File: src/rtl/eq_coef_pkg.sv
// Shared definitions for the EQ coefficient loader: control-word field layout,
// default coefficient and the loader FSM state encoding.
package eq_coef_pkg;

    localparam int CTL_COMMIT_BIT = 31;
    localparam int CTL_CLEAR_BIT  = 30;
    localparam int CTL_ADDR_LSB   = 16;
    localparam int CTL_DATA_MSB   = 15;

    // Unity gain in the coefficient RAM's fixed-point format.
    localparam logic [15:0] EQ_DEFAULT_COEF = 16'h1000;

    typedef enum logic [1:0] {
        ST_IDLE  = 2'd0,
        ST_WRITE = 2'd1,
        ST_CLEAR = 2'd2
    } eq_state_e;

endpackage

File: src/rtl/eq_ctl_qual.sv
// Two-stage capture of the software control word. The word is trusted only once
// two consecutive samples agree, which hides skew between bits of a register update.
module eq_ctl_qual (
    input  logic        user_clk,
    input  logic        user_rst_n,
    input  logic [31:0] ctl_in,
    output logic [31:0] ctl_q,
    output logic        stable
);

    logic [31:0] q1;
    logic [31:0] q2;

    always_ff @(posedge user_clk or negedge user_rst_n) begin
        if (!user_rst_n) begin
            q1 <= '0;
            q2 <= '0;
        end else begin
            q1 <= ctl_in;
            q2 <= q1;
        end
    end

    assign ctl_q  = q2;
    assign stable = (q2 == q1);

endmodule

File: src/rtl/eq_coef_loader.sv
// Decodes the eq0 control word into single-coefficient writes (commit toggle)
// and full-table clear sweeps on one coefficient RAM write port.
//
//   state    | meaning
//   ---------+--------------------------------------------------------------
//   ST_IDLE  | waiting for a stable clear edge or a pending commit toggle
//   ST_WRITE | one-cycle single-coefficient write, bumps write_cnt
//   ST_CLEAR | sweeping every address with the default coefficient
module eq_coef_loader
    import eq_coef_pkg::*;
#(
    parameter int          ADDR_W       = 10,
    parameter logic [15:0] DEFAULT_COEF = EQ_DEFAULT_COEF
) (
    input  logic              user_clk,
    input  logic              user_rst_n,
    input  logic [31:0]       ctl_in,
    output logic              coef_we,
    output logic [ADDR_W-1:0] coef_addr,
    output logic [15:0]       coef_data,
    output logic              busy,
    output logic [15:0]       write_cnt
);

    logic [31:0] q_word;
    logic        q_stable;

    eq_ctl_qual u_qual (
        .user_clk   (user_clk),
        .user_rst_n (user_rst_n),
        .ctl_in     (ctl_in),
        .ctl_q      (q_word),
        .stable     (q_stable)
    );

    if (ADDR_W < 14) begin : g_addr_pad
        logic unused_addr_bits;
        assign unused_addr_bits = ^q_word[29:CTL_ADDR_LSB+ADDR_W];
    end

    eq_state_e         state, state_nxt;
    logic              last_toggle, last_toggle_nxt;
    logic              clr_prev, clr_prev_nxt;
    logic              coef_we_nxt;
    logic [ADDR_W-1:0] coef_addr_nxt;
    logic [15:0]       coef_data_nxt;
    logic              busy_nxt;
    logic [15:0]       write_cnt_nxt;
    logic              commit_pend;
    logic              clr_edge;

    always_ff @(posedge user_clk or negedge user_rst_n) begin
        if (!user_rst_n) begin
            state       <= ST_IDLE;
            last_toggle <= 1'b0;
            clr_prev    <= 1'b0;
            coef_we     <= 1'b0;
            coef_addr   <= '0;
            coef_data   <= '0;
            busy        <= 1'b0;
            write_cnt   <= '0;
        end else begin
            state       <= state_nxt;
            last_toggle <= last_toggle_nxt;
            clr_prev    <= clr_prev_nxt;
            coef_we     <= coef_we_nxt;
            coef_addr   <= coef_addr_nxt;
            coef_data   <= coef_data_nxt;
            busy        <= busy_nxt;
            write_cnt   <= write_cnt_nxt;
        end
    end

    always_comb begin
        state_nxt       = state;
        last_toggle_nxt = last_toggle;
        clr_prev_nxt    = clr_prev;
        coef_we_nxt     = 1'b0;
        coef_addr_nxt   = coef_addr;
        coef_data_nxt   = coef_data;
        busy_nxt        = 1'b0;
        write_cnt_nxt   = write_cnt;

        commit_pend = q_stable && (q_word[CTL_COMMIT_BIT] != last_toggle);
        clr_edge    = q_stable && q_word[CTL_CLEAR_BIT] && !clr_prev;

        // Clear edge detection keeps tracking during a sweep so a held bit never retriggers.
        if (q_stable) begin
            clr_prev_nxt = q_word[CTL_CLEAR_BIT];
        end

        case (state)
            ST_IDLE: begin
                if (clr_edge) begin
                    state_nxt     = ST_CLEAR;
                    coef_we_nxt   = 1'b1;
                    coef_addr_nxt = '0;
                    coef_data_nxt = DEFAULT_COEF;
                    busy_nxt      = 1'b1;
                end else if (commit_pend) begin
                    state_nxt       = ST_WRITE;
                    coef_we_nxt     = 1'b1;
                    coef_addr_nxt   = q_word[CTL_ADDR_LSB +: ADDR_W];
                    coef_data_nxt   = q_word[CTL_DATA_MSB:0];
                    last_toggle_nxt = q_word[CTL_COMMIT_BIT];
                end
            end
            ST_WRITE: begin
                write_cnt_nxt = write_cnt + 16'd1;
                state_nxt     = ST_IDLE;
            end
            ST_CLEAR: begin
                if (&coef_addr) begin
                    state_nxt = ST_IDLE;
                end else begin
                    coef_we_nxt   = 1'b1;
                    coef_addr_nxt = coef_addr + ADDR_W'(1);
                    coef_data_nxt = DEFAULT_COEF;
                    busy_nxt      = 1'b1;
                end
            end
            default: begin
                state_nxt = ST_IDLE;
            end
        endcase
    end

endmodule

File: config.mk
export PLATFORM = sky130hd
export DESIGN_NAME = eq_coef_loader
export DESIGN_NICKNAME = d
export VERILOG_FILES = /design/src/rtl/eq_coef_pkg.sv /design/src/rtl/eq_ctl_qual.sv /design/src/rtl/eq_coef_loader.sv
export SDC_FILE = /design/constraint.sdc
export NUM_CORES = 1
export LEC_CHECK = 0
export BUFFER_PORTS_ARGS = -buffer_cell sky130_fd_sc_hd__buf_4
export CORE_ASPECT_RATIO = 0.75
export CORE_MARGIN = 2
export CORE_UTILIZATION = 57
export CTS_BUF_LIST = sky130_fd_sc_hd__clkbuf_4
export DETAILED_ROUTE_END_ITERATION = 16
export GPL_TIMING_DRIVEN = 0
export PLACE_DENSITY_LB_ADDON = 0.05
export SLEW_MARGIN = 20
export SYNTH_ARGS = -nofsm -noshare
export SYNTH_HDL_FRONTEND = slang
export SYNTH_SLANG_ARGS = --single-unit
File: constraint.sdc
create_clock -name user_clk -period 2.4 [get_ports user_clk]
set_clock_uncertainty 0.1 [all_clocks]
set_input_delay 0.36 -clock user_clk [delete_from_list [all_inputs] [get_ports user_clk]]
set_output_delay 0.36 -clock user_clk [all_outputs]
set_load 0.1 [all_outputs]
After elaboration in Yosys (flattened, before gate mapping) --
Index checks and enable logic that the tools add are counted.
Cells by class: add/subtract/negate cells 2, bitwise logic cells 1, reductions and logical operators 10, muxes and demuxes 18, equal/unequal tests 7
Operators by type and width (count):
- $mux 16 | 3
- $eq 32x32->1 | 1
- $pmux 16 s2 | 1
- $mux 10 | 3
- $pmux 10 s2 | 1
- $add 16x1->16 const B | 1
- $add 10x1->10 const B | 1
- $reduce_and 10->1 | 1
- $mux 2 | 3
- $reduce_and 3->1 | 2
- $mux 1 | 4
- $ne 2x2->1 const B | 2
- $pmux 1 s2 | 2
- $pmux 2 s2 | 1
- $logic_and 1x1->1 | 3
- $ne 3x3->1 const B | 1
- $eq 2x1->1 const B | 1
- $eq 2x2->1 const B | 1
- $logic_not 2->1 | 1
- $reduce_and 2->1 | 1
- $reduce_bool 2->1 | 1
- $logic_not 1->1 | 1
- $ne 1x1->1 | 1
- $not 1->1 | 1
Storage, ports and cells: word-level logic and storage cells 48, register bits 112, input port bits 34, output and inout bits 44

Logic depth before layout (Yosys ltp) --
Gate-level depths: netlist (run 1).
depth in word-level cells 5, gate-level depth with buffers 8, depth with buffers taken out 7

Hierarchy --
From an unflattened synthesis (run 1), not the netlist that was laid out.
Second synthesis, totals: cells, all modules 333, area total of the unflattened synthesis 4262.8 um^2
By module, submodules not included:
- eq_coef_loader | area an instance 2314.7 um^2, instances 1, cells each 226, seq. area each 1201.2 um^2
- eq_ctl_qual | area an instance 1948.1 um^2, instances 1, cells each 107, seq. area each 1601.5 um^2

Worst setup path after synthesis (run 1) --
No wires, ideal clock.
kind reg2reg, from register coef_addr[0], to register coef_addr[7], buffers on the path 1, slack -471 ps, clock period less this slack 2871 ps, arrival time 2649 ps, stages on the path, launching flop included 9, cell sequence dfrtp_1 ha_1 nand2_1 nor2_1 a41oi_1 nor2_2 inv_2 buf_4 a22o_1
Between the ends: longest elaborated chain between the ends 3
Ends and longest elaborated chain:
- start, declared | line eq_coef_loader.sv:19 | output logic [ADDR_W-1:0] coef_addr,
- start signal, assigned | line eq_coef_loader.sv:67 | coef_addr <= coef_addr_nxt;
- $add 10x1->10 or $reduce_and 10->1 (tied branches) | line eq_coef_loader.sv:117, eq_coef_loader.sv:113
- $mux 10 or $ne 2x2->1 (tied branches)
- $pmux 10 s2 or $reduce_and 3->1 (tied branches)
Parallel ways exist; a longest one is shown, timed or not. The select of a mux whose other input is x is not followed. A chain may end at the register's enable or synchronous reset.

Worst setup path after layout (run 1) --
from register u_qual.q2[16], in the netlist u_qual.ctl_q[16], to register coef_addr[0]
Between the ends: longest elaborated chain between the ends 5
Ends and longest elaborated chain:
- start, declared | line eq_ctl_qual.sv:12 | logic [31:0] q2;
- start signal, assigned | line eq_ctl_qual.sv:20 | q2 <= q1;
- $eq 32x32->1 | line eq_ctl_qual.sv:25 | assign stable = (q2 == q1);
- $logic_and 1x1->1 (2 in a row) | line eq_coef_loader.sv:85 | clr_edge = q_stable && q_word[CTL_CLEAR_BIT] && !clr_prev;
- $ne 3x3->1 (no source line) or $mux 10 (tied branches)
- $reduce_and 3->1 (no source line) or $pmux 10 s2 (tied branches)
Parallel ways exist; a longest one is shown, timed or not. The select of a mux whose other input is x is not followed.

==> parameters.txt, run 1 <==
Parameter                              Value

Synth
  Post-Synthesis Net Count ... 372
  Area of the mapped netlist ... 0.00429 mm2
  Avg Synthesized Cell Area ... 12.8 um2
  Gate Count Post-Synth ... 336
  Flip-flop cell with the highest count after synthesis ... sky130_fd_sc_hd__dfrtp_1
  Number of enable flip-flop cells after synthesis ... 0
  Count of different cell masters after synthesis ... 46
  Seq/Total Area, Yosys ... 0.653
  Synth warnings ... 0
  Share of flip-flops with an asynchronous set or reset ... 1.00
  Number of flip-flops and latches in the synthesized netlist ... 112

Die
  Die span in y ... 79.2 um
  Die Area ... 0.00825 mm2
  Starting utilization of the core area ... 0.586
  Top-level port count ... 78
  Area of the core ... 0.00733 mm2
  Floorplan die width ... 104 um
  Number of rows in the core area ... 27

Route
  Initial DRC count ... 215
  Count of vias placed by the detailed router ... 3,054
  Routed WL per cell ... 15.9 um
  First-pass iteration count of the detailed router ... 4
  Remaining antenna violation count ... 0
  DRC viols ... 0
  Routed WL ... 9140 um
  Ratio of routed vias to standard cells ... 5.32

Timing
  Total count of hold-check failures in the final report ... 0
  Setup Viol. Count Final ... 1
  Max transition margin ... 0.354
  Number of slew-limit violations in the final report ... 0
  Min setup slack post-route ... -8.08 ps
  Period utilisation layout ... 1.00
  Shortest period the worst path allows ... 2410 ps
  Slew of the pin with the lowest slew margin ... 969 ps
  Max Clock Freq ... 415 MHz
  Setup tns final ... -8.08 ps
  Setup repair after global routing missed its margin ... true

Power and ir drop
  Logic gate share of total power ... 0.062
  Sw power ... 0.000755 W
  Internal power contribution ... 0.00238 W
  Static leakage power ... 2.66 nW
  Peak supply drop ... 0.410 mV
  Pwr dens ... 554 mW/mm2
  Clock share of power ... 0.306
  Share of total power consumed by net switching ... 0.241
  Part of the power in registers ... 0.632

Global route
  First-pass GRT wire length ... 15,000 um
  Met2 demand-to-capacity share in global routing ... 0.387
  Antenna violations before repair ... 0
  Met1 track demand over resource ... 0.313
  Overall Global Routing Usage ... 0.236
  Congestion Overflow GR ... 0
  Pin count of the biggest net entering global routing ... 113
  Number of global-route vias before repair ... 3,071
  Most used routing layer ... met2
  Met3 Usage GRT ... 0.0772

Setup path
  Critical Path RT ... 2660 ps
  Setup slack of the worst register-to-register path ... -8 ps
  Critical Path End Type ... flip-flop
  Critical setup path kind ... flip-flop to flip-flop
  Data arrival time at the worst-slack endpoint ... 2670 ps
  Peak fanout along the critical path ... 4
  Element type at the critical path start ... flip-flop
  Number of cells on the worst reg-to-reg path ... 7

Clock tree
  CTS H-tree lvls ... 3
  Number of buffers on the longest clock path ... 2
  Clock-pin slew reported for the worst setup and hold paths after clock tree synthesis ... 170 ps
  CTS tree ... built
  Clock Root Buffer ... sky130_fd_sc_hd__clkbuf_4
  Number of sinks driven by the clock tree ... 112
  Insertion delay to the later sink of the worst-skew pair ... 460 ps
  Total CTS buffers ... 9

Final layout
  Antenna fix cells ... 0
  Area growth, synth to finish ... 31.8%
  Number of nets in the layout ... 505
  Final design utilization ... 0.772
  Layout cell share with drive strength beyond 1 ... 0.304

Place
  Routability Congestion ... 0.854
  Post-detail-place hpwl ... 5670 um
  Number of buffer cells added on primary ports ... 77

Status
  Status ... finished, violations left
  Violated checks ... setup timing

Job
  Max Cap Violations ... 0

Min path
  Hold crit path type ... flip-flop to flip-flop
  Cell count of the worst hold path ... 0
flip-flops by register name, summed over array words and instances, names as in the netlist:
signal	count
coef_we	1
write_cnt	16
busy	1
coef_addr	10
clr_prev	1
last_toggle	1
u_qual.q1	32
coef_data	16
u_qual.ctl_q	32
state	2
synth_stat cells, types with 2 or more instances:
master | n | area (um2)
sky130_fd_sc_hd__and3_1 | 2 | 12.5
sky130_fd_sc_hd__nand3_1 | 9 | 45.0
sky130_fd_sc_hd__ha_1 | 2 | 25.0
sky130_fd_sc_hd__nor2_1 | 20 | 75.1
sky130_fd_sc_hd__a211o_1 | 2 | 17.5
sky130_fd_sc_hd__inv_1 | 15 | 56.3
sky130_fd_sc_hd__nand4_1 | 20 | 125
sky130_fd_sc_hd__o32a_1 | 3 | 30.0
sky130_fd_sc_hd__nand2_1 | 12 | 45.0
sky130_fd_sc_hd__o21ai_0 | 4 | 20.0
sky130_fd_sc_hd__o41ai_1 | 2 | 17.5
sky130_fd_sc_hd__buf_2 | 3 | 15.0
sky130_fd_sc_hd__nand2b_1 | 2 | 12.5
sky130_fd_sc_hd__a21oi_1 | 9 | 45.0
sky130_fd_sc_hd__nor2b_1 | 3 | 18.8
sky130_fd_sc_hd__nor4_2 | 5 | 62.6
sky130_fd_sc_hd__mux2_2 | 3 | 33.8
sky130_fd_sc_hd__dfrtp_1 | 112 | 2800
sky130_fd_sc_hd__nor4_1 | 4 | 25.0
sky130_fd_sc_hd__o21ai_1 | 15 | 75.1
sky130_fd_sc_hd__nor3_1 | 8 | 40.0
sky130_fd_sc_hd__o32ai_1 | 2 | 17.5
sky130_fd_sc_hd__or3_1 | 2 | 12.5
sky130_fd_sc_hd__a211oi_1 | 2 | 15.0
sky130_fd_sc_hd__buf_6 | 2 | 22.5
sky130_fd_sc_hd__clkbuf_1 | 5 | 18.8
sky130_fd_sc_hd__xnor2_1 | 11 | 96.3
sky130_fd_sc_hd__a31oi_1 | 2 | 12.5
sky130_fd_sc_hd__xor2_1 | 37 | 324
sky130_fd_sc_hd__nand4_2 | 2 | 25.0
per-layer routing:
metal | vias to the layer above | part of all wire
li1 | 1442 | -
met2 | 116 | 0.47
met4 | 0 | 0.015
met5 | - | 0
met3 | 16 | 0.073
met1 | 1480 | 0.44
per-stage QoR:
| stage | hold slack, ps | setup slack [ps] | std cells | instance area, um2 | total power [W] |
|---|---|---|---|---|---|
| floorplan | -35.6 | 37.0 | 336 | 4310 | 0.00206 |
| global placement | 275 | -132 | 514 | 5010 | 0.00216 |
| detailed placement | 277 | -235 | 514 | 5020 | 0.00216 |
| CTS | 310 | 8.27 | 569 | 5550 | 0.00315 |
| global route | 324 | -40.4 | 574 | 5660 | 0.00326 |
| finish | 309 | -8.08 | 574 | 5660 | 0.00313 |
cell families after synthesis:
family | Yosys count | synth area share
flip-flops | 112 | 0.653
AND/OR/NAND/NOR | 97 | 0.135
XOR/XNOR | 48 | 0.0979
AO/OA/AOI/OAI | 46 | 0.0688
buffers and inverters | 27 | 0.0289
multiplexers | 4 | 0.0105
adder cells (fa/ha/maj) | 2 | 0.00583
repair_timing:
action | 4_1_cts | 5_1_grt
endpoints found under the setup margin | 28 | 27
setup buffers | 7 | 5
pin swaps | 8 | 16
gates resized for setup | 2 | 17
hold endpoints to repair | 144 | 0
hold buffers | 33 | 0
worst paths after layout:
kind,from,end
setup / recovery,u_qual.ctl_q[16],coef_addr[0]
max in group asynchronous,user_rst_n,coef_addr[0]
setup reg to reg,u_qual.ctl_q[16],coef_addr[0]
min in group asynchronous,user_rst_n,last_toggle
hold / removal,u_qual.q1[25],u_qual.ctl_q[25]
hold reg to reg,u_qual.q1[25],u_qual.ctl_q[25]
area by class of cell:
cell class	count	area, um2
Clock buffer	9	67.6
Fill cell	477	1670
Clock inverter	6	75.1
Inverter	16	60.1
Tap cell	101	126
Sequential cell	112	2820
Timing Repair Buffer	122	1020
Buffer	11	73.8
Multi-Input combinational cell	197	1420
worst max-delay path: stages (launching register included):
cell and delay, ps:
sky130_fd_sc_hd__dfrtp_1 440, sky130_fd_sc_hd__xor2_1 160, sky130_fd_sc_hd__nor4_2 410, sky130_fd_sc_hd__nand4_2 270, sky130_fd_sc_hd__or3_1 450, sky130_fd_sc_hd__buf_6 150, sky130_fd_sc_hd__o2111a_1 130, sky130_fd_sc_hd__a211o_1 220
cell usage in the layout (no fill, tap or decap), drive strengths merged, types with 3 or more instances in the layout:
| cell | synthesis | final |
|---|---|---|
| a21oi | 9 | 9 |
| buf | 6 | 93 |
| clkbuf | 5 | 16 |
| dfrtp | 112 | 112 |
| dlygate4sd3 | 0 | 33 |
| inv | 16 | 19 |
| mux2 | 4 | 4 |
| nand2 | 12 | 12 |
| nand3 | 9 | 9 |
| nand4 | 22 | 22 |
| nor2 | 21 | 21 |
| nor2b | 3 | 3 |
| nor3 | 9 | 9 |
| nor4 | 10 | 10 |
| o21ai | 19 | 19 |
| o32a | 3 | 3 |
| xnor2 | 11 | 11 |
| xor2 | 37 | 37 |
power groups by stage:
stage	Sequential [W]	Combinational (W)	Clock (W)
finish	0.00198	0.000194	0.000958
global route	0.00199	0.000216	0.00106
CTS	0.00198	0.000189	0.000979
detailed placement	0.00202	0.000144	0
global placement	0.00202	0.000141	0
floorplan	0.00201	0.0000565	0
No activity file was read; power rests on OpenSTA's default activity.
==> inputs of run 2 (changes only) <==
--- a/config.mk
+++ b/config.mk
@@ -17,3 +17,4 @@
 export SYNTH_ARGS = -nofsm -noshare
 export SYNTH_HDL_FRONTEND = slang
 export SYNTH_SLANG_ARGS = --single-unit
+export TNS_END_PERCENT = 1
==> run 2 against run 1 <==
- wire length decreased by 0.37%
- register-to-register slack better by 40 ps
- fmax up 1.5%
- global-route usage unchanged
- the run now ends clean
- critical path depth increased by 1
- clock power fell by 0.4%
- combinational power is 3% lower
- sequential share of layout area up 0.35 points
- sequential cell count stayed put
- non-clock buffer count is 1 lower
- highest routed layer unchanged
- largest power group unchanged
==> parameters.txt, run 2 (synthesis gave the netlist of run 1 again) <==
Parameter                              Value

Final layout
  Highest-count cells in the layout ignoring fill and taps ... sky130_fd_sc_hd__dfrtp_1, sky130_fd_sc_hd__buf_4, sky130_fd_sc_hd__xor2_1 (unchanged)
  Antenna fix cells ... 0 (unchanged)
  Number of nets in the layout ... 504 (was 505)
  Area growth, synth to finish ... 30.9% (was 31.8%)
  Non-Filler Cell Area, Final ... 0.00562 mm2 (was 0.00566 mm2)
  Layout cell share with drive strength beyond 1 ... 0.286 (was 0.304)
  Most frequent standard cell in the layout excluding fill and tap cells ... sky130_fd_sc_hd__dfrtp_1 (unchanged)

Power and ir drop
  Pwr dens ... 556 mW/mm2 (was 554 mW/mm2)
  Peak supply drop ... 0.409 mV (was 0.410 mV)
  Final total power ... 0.00313 W (about the same)
  Static leakage power ... 2.65 nW (was 2.66 nW)

Global route
  Overall Global Routing Usage ... 0.236 (unchanged)
  Pin count of the biggest net entering global routing ... 113 (unchanged)
  Congestion Overflow GR ... 0 (unchanged)
  First-pass GRT wire length ... 15,000 um (about the same)
  Antenna violations before repair ... 0 (unchanged)
  Number of global-route vias before repair ... 3,067 (was 3,071)

Timing
  Period utilisation layout ... 0.988 (was 1.00)
  Max transition margin ... 0.355 (was 0.354)
  Setup Viol. Count Final ... 0 (was 1)
  Max Clock Freq ... 422 MHz (was 415 MHz)
  Slew of the pin with the lowest slew margin ... 967 ps (was 969 ps)
  Setup repair after global routing missed its margin ... true (unchanged)
  Total count of hold-check failures in the final report ... 0 (unchanged)
  Shortest period the worst path allows ... 2370 ps (was 2410 ps)
  Number of slew-limit violations in the final report ... 0 (unchanged)

Clock tree
  Number of sinks driven by the clock tree ... 112 (unchanged)
  CTS tree ... built (unchanged)
  CTS H-tree lvls ... 3 (unchanged)
  Total CTS buffers ... 9 (unchanged)
  Clock-pin slew reported for the worst setup and hold paths after clock tree synthesis ... 180 ps (was 170 ps)
  Insertion delay to the later sink of the worst-skew pair ... 460 ps (about the same)
  Number of buffers on the longest clock path ... 2 (unchanged)
  Clock Root Buffer ... sky130_fd_sc_hd__clkbuf_4 (unchanged)

Route
  Routed WL per cell ... 15.9 um (about the same)
  DRC viols ... 0 (unchanged)
  Initial DRC count ... 301 (was 215)
  Routed WL ... 9100 um (was 9140 um)
  Count of vias placed by the detailed router ... 3,058 (was 3,054)
  Remaining antenna violation count ... 0 (unchanged)
  Ratio of routed vias to standard cells ... 5.34 (was 5.32)
  First-pass iteration count of the detailed router ... 4 (unchanged)

Die
  Die span in y ... 79.2 um (unchanged)
  Top-level port count ... 78 (unchanged)
  Floorplan die width ... 104 um (unchanged)
  Area of the core ... 0.00733 mm2 (unchanged)
  Starting utilization of the core area ... 0.586 (unchanged)
  Number of rows in the core area ... 27 (unchanged)
  Die Area ... 0.00825 mm2 (unchanged)

Setup path
  Critical path buffer and inverter count ... 2 (was 1)
  Critical setup path kind ... flip-flop to flip-flop (unchanged)
  Data arrival time at the worst-slack endpoint ... 2620 ps (was 2670 ps)
  Highest-delay cell along the critical path ... sky130_fd_sc_hd__dfrtp_1 (was sky130_fd_sc_hd__or3_1)
  Largest delay contributor family on the critical path ... simple AND/OR/NAND/NOR gates (unchanged)
  Critical Path RT ... 2650 ps (was 2660 ps)
  Max incr delay on CP ... 430 ps (was 450 ps)
  Element type at the critical path start ... flip-flop (unchanged)
  Peak fanout along the critical path ... 4 (unchanged)
  Critical Path End Type ... flip-flop (unchanged)
  Critical path, cell by cell ... xor2_1, nor4_2, nand4_2, buf_4, or3_1, buf_6, o2111a_1, a211o_1 (was xor2_1, nor4_2, nand4_2, or3_1, buf_6, o2111a_1, a211o_1)

Status
  Status ... complete, no violations (was finished, violations left)

Place
  Post-detail-place hpwl ... 5670 um (unchanged)
  Routability Congestion ... 0.854 (unchanged)
  Number of buffer cells added on primary ports ... 77 (unchanged)
  Cell area reported after detailed placement ... 0.00502 mm2 (unchanged)

Min path
  Hold crit path type ... flip-flop to flip-flop (unchanged)

Job
  Max Cap Violations ... 0 (unchanged)
## run 2: worst register-to-register path, cell delays in order, from the launching register on
cell and delay, ps:
sky130_fd_sc_hd__dfrtp_1 430, sky130_fd_sc_hd__xor2_1 180, sky130_fd_sc_hd__nor4_2 360, sky130_fd_sc_hd__nand4_2 130
sky130_fd_sc_hd__buf_4 190, sky130_fd_sc_hd__or3_1 390, sky130_fd_sc_hd__buf_6 150, sky130_fd_sc_hd__o2111a_1 130
sky130_fd_sc_hd__a211o_1 220
## run 2: through the flow
stage	instances	hold slack, ps	worst slack [ps]	utilization	setup TNS (ps)
after floorplan	336	-35.6	37.0	-	0
after global placement	514	275	-132	0.684	-1540
after detailed placement	514	277	-235	0.684	-4100
after CTS	568	310	-21.3	0.756	-21.3
after global routing	573	324	-50.8	0.766	-380
final	573	313	27.7	0.766	0
## run 2: routing by layer
metal / up-vias / global-route usage / part of all wire / wire, um
met5: - / 0 / 0 / 0
met4: 0 / 0.0635 / 0.015 / 138
met3: 16 / 0.0772 / 0.072 / 652
met2: 107 / 0.385 / 0.47 / 4300
met1: 1490 / 0.309 / 0.44 / 4020
li1: 1445 / - / - / -
## run 2: area by class of cell
| class | count | area [um2] |
|---|---|---|
| sequential | 112 | 2820 |
| clock inverter | 6 | 75.1 |
| multi-input combinational | 197 | 1390 |
| fill | 483 | 1710 |
| tap | 101 | 126 |
| buffer | 11 | 72.6 |
| timing repair buffer | 121 | 1010 |
| inverter | 16 | 60.1 |
| clock buffer | 9 | 67.6 |
## run 2: power by group
part | leakage, nW | switching [W] | internal, W | total, W
combinational | 1.16 | 0.0000864 | 0.000102 | 0.000189
sequential | 1.40 | 0.0000395 | 0.00194 | 0.00198
clock | 0.0802 | 0.000622 | 0.000332 | 0.000954
## run 2: worst paths after layout
| kind | start | end | slack, ps | cells past startpoint |
|---|---|---|---|---|
| max in group asynchronous | user_rst_n | coef_addr[3] | 1020 | 2 |
| setup reg to reg | u_qual.q1[14] | coef_addr[0] | 30 | 8 |
| setup / recovery | u_qual.q1[14] | coef_addr[0] | 30 | 8 |
| hold / removal | u_qual.q1[25] | u_qual.ctl_q[25] | 310 | 0 |
| hold reg to reg | u_qual.q1[25] | u_qual.ctl_q[25] | 310 | 0 |
| min in group asynchronous | user_rst_n | last_toggle | 480 | 2 |
## run 2: timing repair
item	4_1_cts	5_1_grt
hold buffers	33	0
pin swaps	3	11
endpoints found under the hold margin	144	0
setup endpoints to repair	28	28
gates resized for setup	2	9
setup buffers	6	5
